[src/rtl/imm_ext_pipe_if.sv]
// Valid/ready stream bundle for the immediate-extension stage: raw immediate in,
// extended operand out.
interface imm_ext_pipe_if #(
  parameter int IN_W  = 5,
  parameter int OUT_W = 16
);
  logic             in_valid;
  logic             in_ready;
  logic [IN_W-1:0]  in_data;
  logic [1:0]       in_mode;
  logic             out_valid;
  logic             out_ready;
  logic [OUT_W-1:0] out_data;

  modport master (
    output in_valid, in_data, in_mode, out_ready,
    input  in_ready, out_valid, out_data
  );

  modport slave (
    input  in_valid, in_data, in_mode, out_ready,
    output in_ready, out_valid, out_data
  );
endinterface

[src/rtl/imm_ext_pipe.sv]
// Pipelined immediate extender: zero/sign/sign-shl1/high modes, registered output
// with a one-entry skid buffer and a wrapping count of completed output transfers.
module imm_ext_pipe #(
  parameter int IN_W  = 5,
  parameter int OUT_W = 16,
  parameter int CNT_W = 16
) (
  input  logic             clk,
  input  logic             rst,
  input  logic             flush,
  imm_ext_pipe_if.slave    bus,
  output logic [CNT_W-1:0] xfer_cnt
);
  logic [OUT_W-1:0] ext_sign;
  logic [OUT_W-1:0] ext_res;
  logic             out_valid_q, skid_valid_q, in_ready_q;
  logic [OUT_W-1:0] out_data_q, skid_data_q;
  logic             out_valid_n, skid_valid_n;
  logic [OUT_W-1:0] out_data_n, skid_data_n;
  logic             pop, push;

  always_comb begin
    ext_sign = {{(OUT_W-IN_W){bus.in_data[IN_W-1]}}, bus.in_data};
    case (bus.in_mode)
      2'b00:   ext_res = {{(OUT_W-IN_W){1'b0}}, bus.in_data};
      2'b01:   ext_res = ext_sign;
      2'b10:   ext_res = {ext_sign[OUT_W-2:0], 1'b0};
      default: ext_res = {bus.in_data, {(OUT_W-IN_W){1'b0}}};
    endcase
  end

  assign pop  = out_valid_q & bus.out_ready;
  assign push = bus.in_valid & in_ready_q;

  always_comb begin
    out_valid_n  = out_valid_q;
    out_data_n   = out_data_q;
    skid_valid_n = skid_valid_q;
    skid_data_n  = skid_data_q;
    if (flush) begin
      out_valid_n  = 1'b0;
      skid_valid_n = 1'b0;
    end else if (pop) begin
      if (skid_valid_q) begin
        out_data_n = skid_data_q;
        if (push) skid_data_n = ext_res;
        else      skid_valid_n = 1'b0;
      end else if (push) begin
        out_data_n = ext_res;
      end else begin
        out_valid_n = 1'b0;
      end
    end else if (push) begin
      if (out_valid_q) begin
        skid_valid_n = 1'b1;
        skid_data_n  = ext_res;
      end else begin
        out_valid_n = 1'b1;
        out_data_n  = ext_res;
      end
    end
  end

  // in_ready is its own flop so downstream ready never reaches upstream combinationally
  always_ff @(posedge clk) begin
    if (!rst) begin
      out_valid_q  <= 1'b0;
      out_data_q   <= '0;
      skid_valid_q <= 1'b0;
      skid_data_q  <= '0;
      in_ready_q   <= 1'b1;
      xfer_cnt     <= '0;
    end else begin
      out_valid_q  <= out_valid_n;
      out_data_q   <= out_data_n;
      skid_valid_q <= skid_valid_n;
      skid_data_q  <= skid_data_n;
      in_ready_q   <= ~skid_valid_n;
      if (pop) xfer_cnt <= xfer_cnt + 1'b1;
    end
  end

  assign bus.in_ready  = in_ready_q;
  assign bus.out_valid = out_valid_q;
  assign bus.out_data  = out_data_q;
endmodule

[src/flat_wrapper.sv]
// flat-port wrapper written by rule: the top's interface ports become plain ports
module imm_ext_pipe_flat 
#(
  parameter int IN_W  = 5,
  parameter int OUT_W = 16,
  parameter int CNT_W = 16
)
  (clk, rst, flush, xfer_cnt, bus_in_valid, bus_in_data, bus_in_mode, bus_out_ready, bus_in_ready, bus_out_valid, bus_out_data);
  imm_ext_pipe_if #(.IN_W(IN_W), .OUT_W(OUT_W)) bus_i ();
  input  logic clk;
  input  logic rst;
  input  logic flush;
  output logic [CNT_W-1:0] xfer_cnt;
  input wire logic [$bits(bus_i.in_valid)-1:0] bus_in_valid;
  input wire logic [$bits(bus_i.in_data)-1:0] bus_in_data;
  input wire logic [$bits(bus_i.in_mode)-1:0] bus_in_mode;
  input wire logic [$bits(bus_i.out_ready)-1:0] bus_out_ready;
  output wire logic [$bits(bus_i.in_ready)-1:0] bus_in_ready;
  output wire logic [$bits(bus_i.out_valid)-1:0] bus_out_valid;
  output wire logic [$bits(bus_i.out_data)-1:0] bus_out_data;
  assign bus_i.in_valid = bus_in_valid;
  assign bus_i.in_data = bus_in_data;
  assign bus_i.in_mode = bus_in_mode;
  assign bus_i.out_ready = bus_out_ready;
  assign bus_in_ready = bus_i.in_ready;
  assign bus_out_valid = bus_i.out_valid;
  assign bus_out_data = bus_i.out_data;
  imm_ext_pipe #(.IN_W(IN_W), .OUT_W(OUT_W), .CNT_W(CNT_W)) u_core (.clk(clk), .rst(rst), .flush(flush), .bus(bus_i), .xfer_cnt(xfer_cnt));
endmodule
[config.mk]
export PLATFORM = sky130hd
export DESIGN_NAME = imm_ext_pipe_flat
export DESIGN_NICKNAME = d
export VERILOG_FILES = /design/src/rtl/imm_ext_pipe_if.sv /design/src/rtl/imm_ext_pipe.sv /design/src/flat_wrapper.sv
export SDC_FILE = /design/constraint.sdc
export NUM_CORES = 1
export LEC_CHECK = 0
export ABC_AREA = 1
export CAP_MARGIN = 10
export CORE_ASPECT_RATIO = 0.8
export CORE_MARGIN = 2
export CORE_UTILIZATION = 50
export DETAILED_ROUTE_END_ITERATION = 10
export PLACE_DENSITY = 0.8
export SETUP_SLACK_MARGIN = 0.1
export SYNTH_ARGS = -nofsm -noshare
export SYNTH_HDL_FRONTEND = slang
export SYNTH_SLANG_ARGS = --single-unit
[constraint.sdc]
create_clock -name clk -period 1.63 [get_ports clk]
set_clock_uncertainty 0.15 [all_clocks]
set_input_delay 0.163 -clock clk [delete_from_list [all_inputs] [get_ports clk]]
set_output_delay 0.163 -clock clk [all_outputs]
set_load 0.05 [all_outputs]
# Yosys cells after proc, flatten, opt, wreduce, memory -nomap -nowiden
# Index checks and enable logic that the tools add are counted.
# Widths: inputs -> output; s select.
# totals
out_inout_bits	34
ff_bits	51
input_bits	12
wordCells	47
# classes
addsub	1
n_mux	20
reduce_logical	8
n_eq_ne	7
bitwise	5
# op_table
op	count
$mux 16	9
$pmux 16 s3	1
$add 16x1->16 const B	1
$mux 1	10
$ne 2x2->1 const B	4
$reduce_bool 2->1	3
$reduce_and 5->1	1
$reduce_and 4->1	1
$not 1->1	3
$reduce_and 3->1	1
$and 1x1->1	2
$eq 2x1->1 const B	1
$eq 2x2->1 const B	1
$logic_not 2->1	1
$ne 2x1->1 const B	1
$reduce_or 2->1	1

# Depth between registers and ports, before layout
# depth
word_depth	6
mapped_depth	8
depth_no_buf	8

# Worst setup path before layout
# Ideal clock, no wire load.
# synth_timing
path_type	flip-flop to flip-flop
startpoint	register u_core.xfer_cnt[1]
endpoint	register u_core.xfer_cnt[14]
path_buffers	0
period_less_slack_ps	1785
path_slack_ps	-155
setup_ps	113
path_stages_with_launch	7
arrival_time_ps	1522
required_ps	1367
path_cell_list	dfxtp_1 ha_1 nand3_1 nor2_1 nand4_1 nor2_1 nor2_1
# synth_between
elab_chain_cells	1
# synth_rtl
element	line_no	text
start, declared	imm_ext_pipe.sv:12	output logic [CNT_W-1:0] xfer_cnt
start signal, assigned	imm_ext_pipe.sv:79	if (pop) xfer_cnt <= xfer_cnt + 1'b1;
$add 16x1->16	imm_ext_pipe.sv:79	
# No other way between the ends.
# A chain may end at the register's enable or synchronous reset.

# Worst setup path in the final report
# layout_timing
startpoint	input port bus_in_valid
endpoint	register u_core.out_data_q[1], in the netlist u_core.bus.out_data[1]
# layout_between
elab_chain_cells	3
word_cells_on_any_way	4
cone_classes	bitwise (1); reduce/logical (3)
# layout_rtl
element	line_no	text
start, declared	flat_wrapper.sv:14	input wire logic [$bits(bus_i.in_valid)-1:0] bus_in_valid;
$and 1x1->1 (*)	imm_ext_pipe.sv:33	assign push = bus.in_valid & in_ready_q;
$reduce_bool 2->1 (no line)	n/a	
$reduce_and 4->1 (no line) (*)	n/a	
end signal, assigned	imm_ext_pipe.sv:75	out_data_q <= out_data_n;
end, declared	imm_ext_pipe.sv:17	logic [OUT_W-1:0] out_data_q, skid_data_q;
# Mark *: on every way between the ends. The rest lies on a longest branch, timed or not.

==> flow_summary_export.csv <==
group,metric,value,unit
run_status,status,"completed",
setup_path,crit_chain,"clkdlybuf4s50_1 -> nand2_4 -> nand2_4 -> nand2_4 -> nor2_4 -> clkinvlp_4 -> nor2_2 -> nor2_1",
synthesis,synth_fp_nets,342,
synthesis,synthFlopType,"dfxtp_1",
synthesis,yosys.area.top_type,"dfxtp_1",
setup_path,critical-path-top-delay-family,"buffers and inverters",
pwr,p_leak,1.40,nW
clock_tree,numCtsBuffers,5,
global_route,grt_max_degree,30,
pwr,internal-power,1.59,mW
floorplanning,rows,21,
setup_path,path_common_cell,"nand2_4",
setup_path,critPathKind,"input pin to flip-flop",
synthesis,seq_area_frac_synth,39.2,%
finish,diodes,0,
synthesis,synth.most_common_cell,"nand2_1",
floorplanning,die_w,76.4,um
flow_run,drv_cap,0,
timing,max-slew-margin-rel,78.2,%
synthesis,synth_area,2090,um2
routing,remaining_drc_errors,0,
setup_path,cp.required,1.67,ns
global_route,grt_antenna_before_repair,0,
finish,multi_input_area,1080,um2
timing,worstMarginPinSlew,0.323,ns
timing,maxSlewViolCount,0,
routing,routed_wl,5420,um
pwr,p_sw,0.574,mW
finish,syn_to_final_growth,41.3,%
routing,drt_pass1_iterations,4,
timing,fin_crit_sh,91.6,%
synthesis,synth.area.top_cells,"dfxtp_1 39%, nand2_1 18%, nor2_1 11%, inv_1 7.7%, o21ai_0 4.1%",
pwr,vdd_drop_max,0.000558,V
timing,worst_slack,0.137,ns
clock_tree,clock_latency,0.30,ns
placement,place.gp.congestion,0.878,
global_route,grt-ovfl-total,0,
floorplanning,core_area,4100,um2
synthesis,ys_seq_elements,41,
routing,vias_per_cell,4.91,
setup_path,path_buf_inv,2,
routing,routedWlPerCell,12.0,um
timing,rsz0062_at_grt,"true",
pwr,p_comb_share,15.0,%
finish,regArea,841,um2
timing,finalSetupTns,0,ns
pwr,powerDensity,731,nW/um2
synthesis,postSynth.asyncResetShare,0,%
synthesis,netlist_instances,329,
setup_path,cp-end-kind,"flip-flop",
global_route,grt_usage,22.4,%
placement,dpl.cell_count,437,
synthesis,synth_enable_flop_cells,0,
routing,vias,2214,
global_route,grt_pass1_vias,1886,
clock_tree,path_clk_slew,0.08,ns
routing,drt_iter0_drc,165,
floorplanning,num_io_pins,46,
pwr,clkPwrFrac,37.3,%
floorplanning,die_h,61.9,um
setup_path,crit_path_start_kind,"input pin",
timing,fmaxAchievable,670,MHz
clock_tree,root_buffer,"clkbuf_8",
finish,nNetsFinal,407,
setup_path,crit_slowest_cell,"clkdlybuf4s50_1",
setup_path,cpPeakStageDelay,0.51,ns
clock_tree,cts_tree,"done",
synthesis,synth.distinct_cells,22,
synthesis,postSynthAreaPerCell,6.37,um2
finish,finalInstanceArea,2960,um2
placement,dpl_worst_slack,-0.146,ns
pwr,total_power,2.16,mW
finish,final.fill_count,340,
clock_tree,h-tree-depth,2,
floorplanning,start_util,51.1,%
setup_path,crit_arrival,1.53,ns
placement,port_buffers,45,
clock_tree,cts_num_sinks,41,
timing,min_period,1.49,ns
finish,drive_gt1_share,25.9,%
pwr,sequentialPowerShare,47.7,%
timing,hold_viol_final,0,
floorplanning,dieArea,4730,um2
synthesis,ys_warn_count,0,
finish,layoutNonFillerInstCount,451,
synthesis,synth_common_cells,"101 x nand2_1, 60 x nor2_1, 43 x inv_1",
worst_hold_path,hold_path_class,"input pin to flip-flop",
synthesis,synthDominantCellAreaShare,39.2,%
placement,dpl.hpwl,3710,um
setup_path,worst-path-max-fanout,6,
global_route,grt_pass1_wl,8340,um
placement,placed_cell_area,2710,um2
routing,ant_nets,0,
pwr,swShare,26.5,%
timing,setup_violations,0,
clock_tree,clockBufferDepth,2,
[per-stage QoR]
stage	utilization, %	hold slack [ns]
floorplan	-	0.144
global placement	66.2	0.306
detailed placement	66.2	0.316
CTS	68.7	0.327
global route	72.2	0.251
finish	72.2	0.207
[metal layers]
| layer | up-vias | wire [um] | part of all wire, % | global-route usage, % |
|---|---|---|---|---|
| li1 | 1131 | - | - | - |
| met1 | 998 | 2490 | 46 | 28.5 |
| met2 | 76 | 2420 | 45 | 38.4 |
| met3 | 9 | 432 | 8.0 | 6.65 |
| met4 | 0 | 76 | 1.4 | 5.45 |
| met5 | - | 0 | 0 | 0 |
[sequential cells by signal, summed over array words and instances (netlist names)]
name,cells
u_core.xfer_cnt,16
u_core.skid_data_q,11
u_core.skid_valid_q,1
u_core.bus.out_valid,1
u_core.bus.in_ready,1
u_core.bus.out_data,11
[tightest hold or removal path, delay by kind of cell]
family	cells	cell delay, ns
AND/OR/NAND/NOR	3	0.21
buffers and inverters	2	0.25
[placed cells by master, fill, tap and decap left out, types with 2 or more instances in the layout]
master | Yosys | routed
nor2_4 | 2 | 2
clkdlybuf4s50_1 | 0 | 10
nand2_4 | 2 | 5
dfxtp_1 | 41 | 31
clkbuf_8 | 0 | 5
dfxtp_4 | 0 | 3
nand2_2 | 3 | 3
inv_1 | 43 | 42
dfxtp_2 | 0 | 7
o21ai_0 | 17 | 17
buf_4 | 8 | 47
nand2_1 | 101 | 98
buf_12 | 0 | 11
nand4_1 | 7 | 7
a21oi_2 | 1 | 6
nand3_1 | 16 | 15
nor2_1 | 60 | 58
a21oi_1 | 16 | 11
clkinvlp_4 | 0 | 2
nor2_2 | 2 | 4
nand3_2 | 1 | 2
[power by group through the flow]
stage / combinational [mW] / clock [mW] / sequential (mW)
floorplan: 0.126 / 0 / 1.11
global placement: 0.291 / 0 / 1.06
detailed placement: 0.296 / 0 / 1.06
CTS: 0.298 / 0.811 / 1.03
global route: 0.350 / 0.850 / 1.03
finish: 0.325 / 0.808 / 1.03
[layout make-up]
class | instances | area share (%)
Clock buffer | 5 | 2.32
Clock inverter | 2 | 1.18
Inverter | 45 | 5.92
Multi-Input combinational cell | 231 | 36.3
Sequential cell | 41 | 28.4
Tap cell | 57 | 2.41
Timing Repair Buffer | 69 | 23.2
Timing Repair inverter | 1 | 0.254
[cells by family (layout without fill, tap and decap cells)]
logic type / Yosys count / count (layout) / share of synthesized area (%)
AND/OR/NAND/NOR: 196 / 196 / 39.4
flip-flops: 41 / 41 / 39.2
buffers and inverters: 57 / 122 / 12.5
adder cells (fa/ha/maj): 1 / 1 / 0.597
AO/OA/AOI/OAI: 34 / 34 / 8.30
[worst paths after layout]
kind | slack (ns) | from | cells past startpoint | end
setup / recovery | 0.14 | bus_in_valid | 8 | u_core.bus.out_data[1]
hold / removal | 0.21 | bus_out_ready | 5 | u_core.bus.in_ready
setup reg to reg | 0.15 | u_core.bus.out_valid | 7 | u_core.bus.out_data[1]
hold reg to reg | 0.32 | u_core.bus.out_data[4] | 2 | u_core.bus.out_data[4]
[repair_timing]
action,4_1_cts,5_1_grt
gates resized for setup,1,22
hold buffers,0,0
cloned,0,1
buffers inserted,0,6
pin swaps,0,5
setup endpoints to repair,1,17
Power figures use the tool's default switching activity.
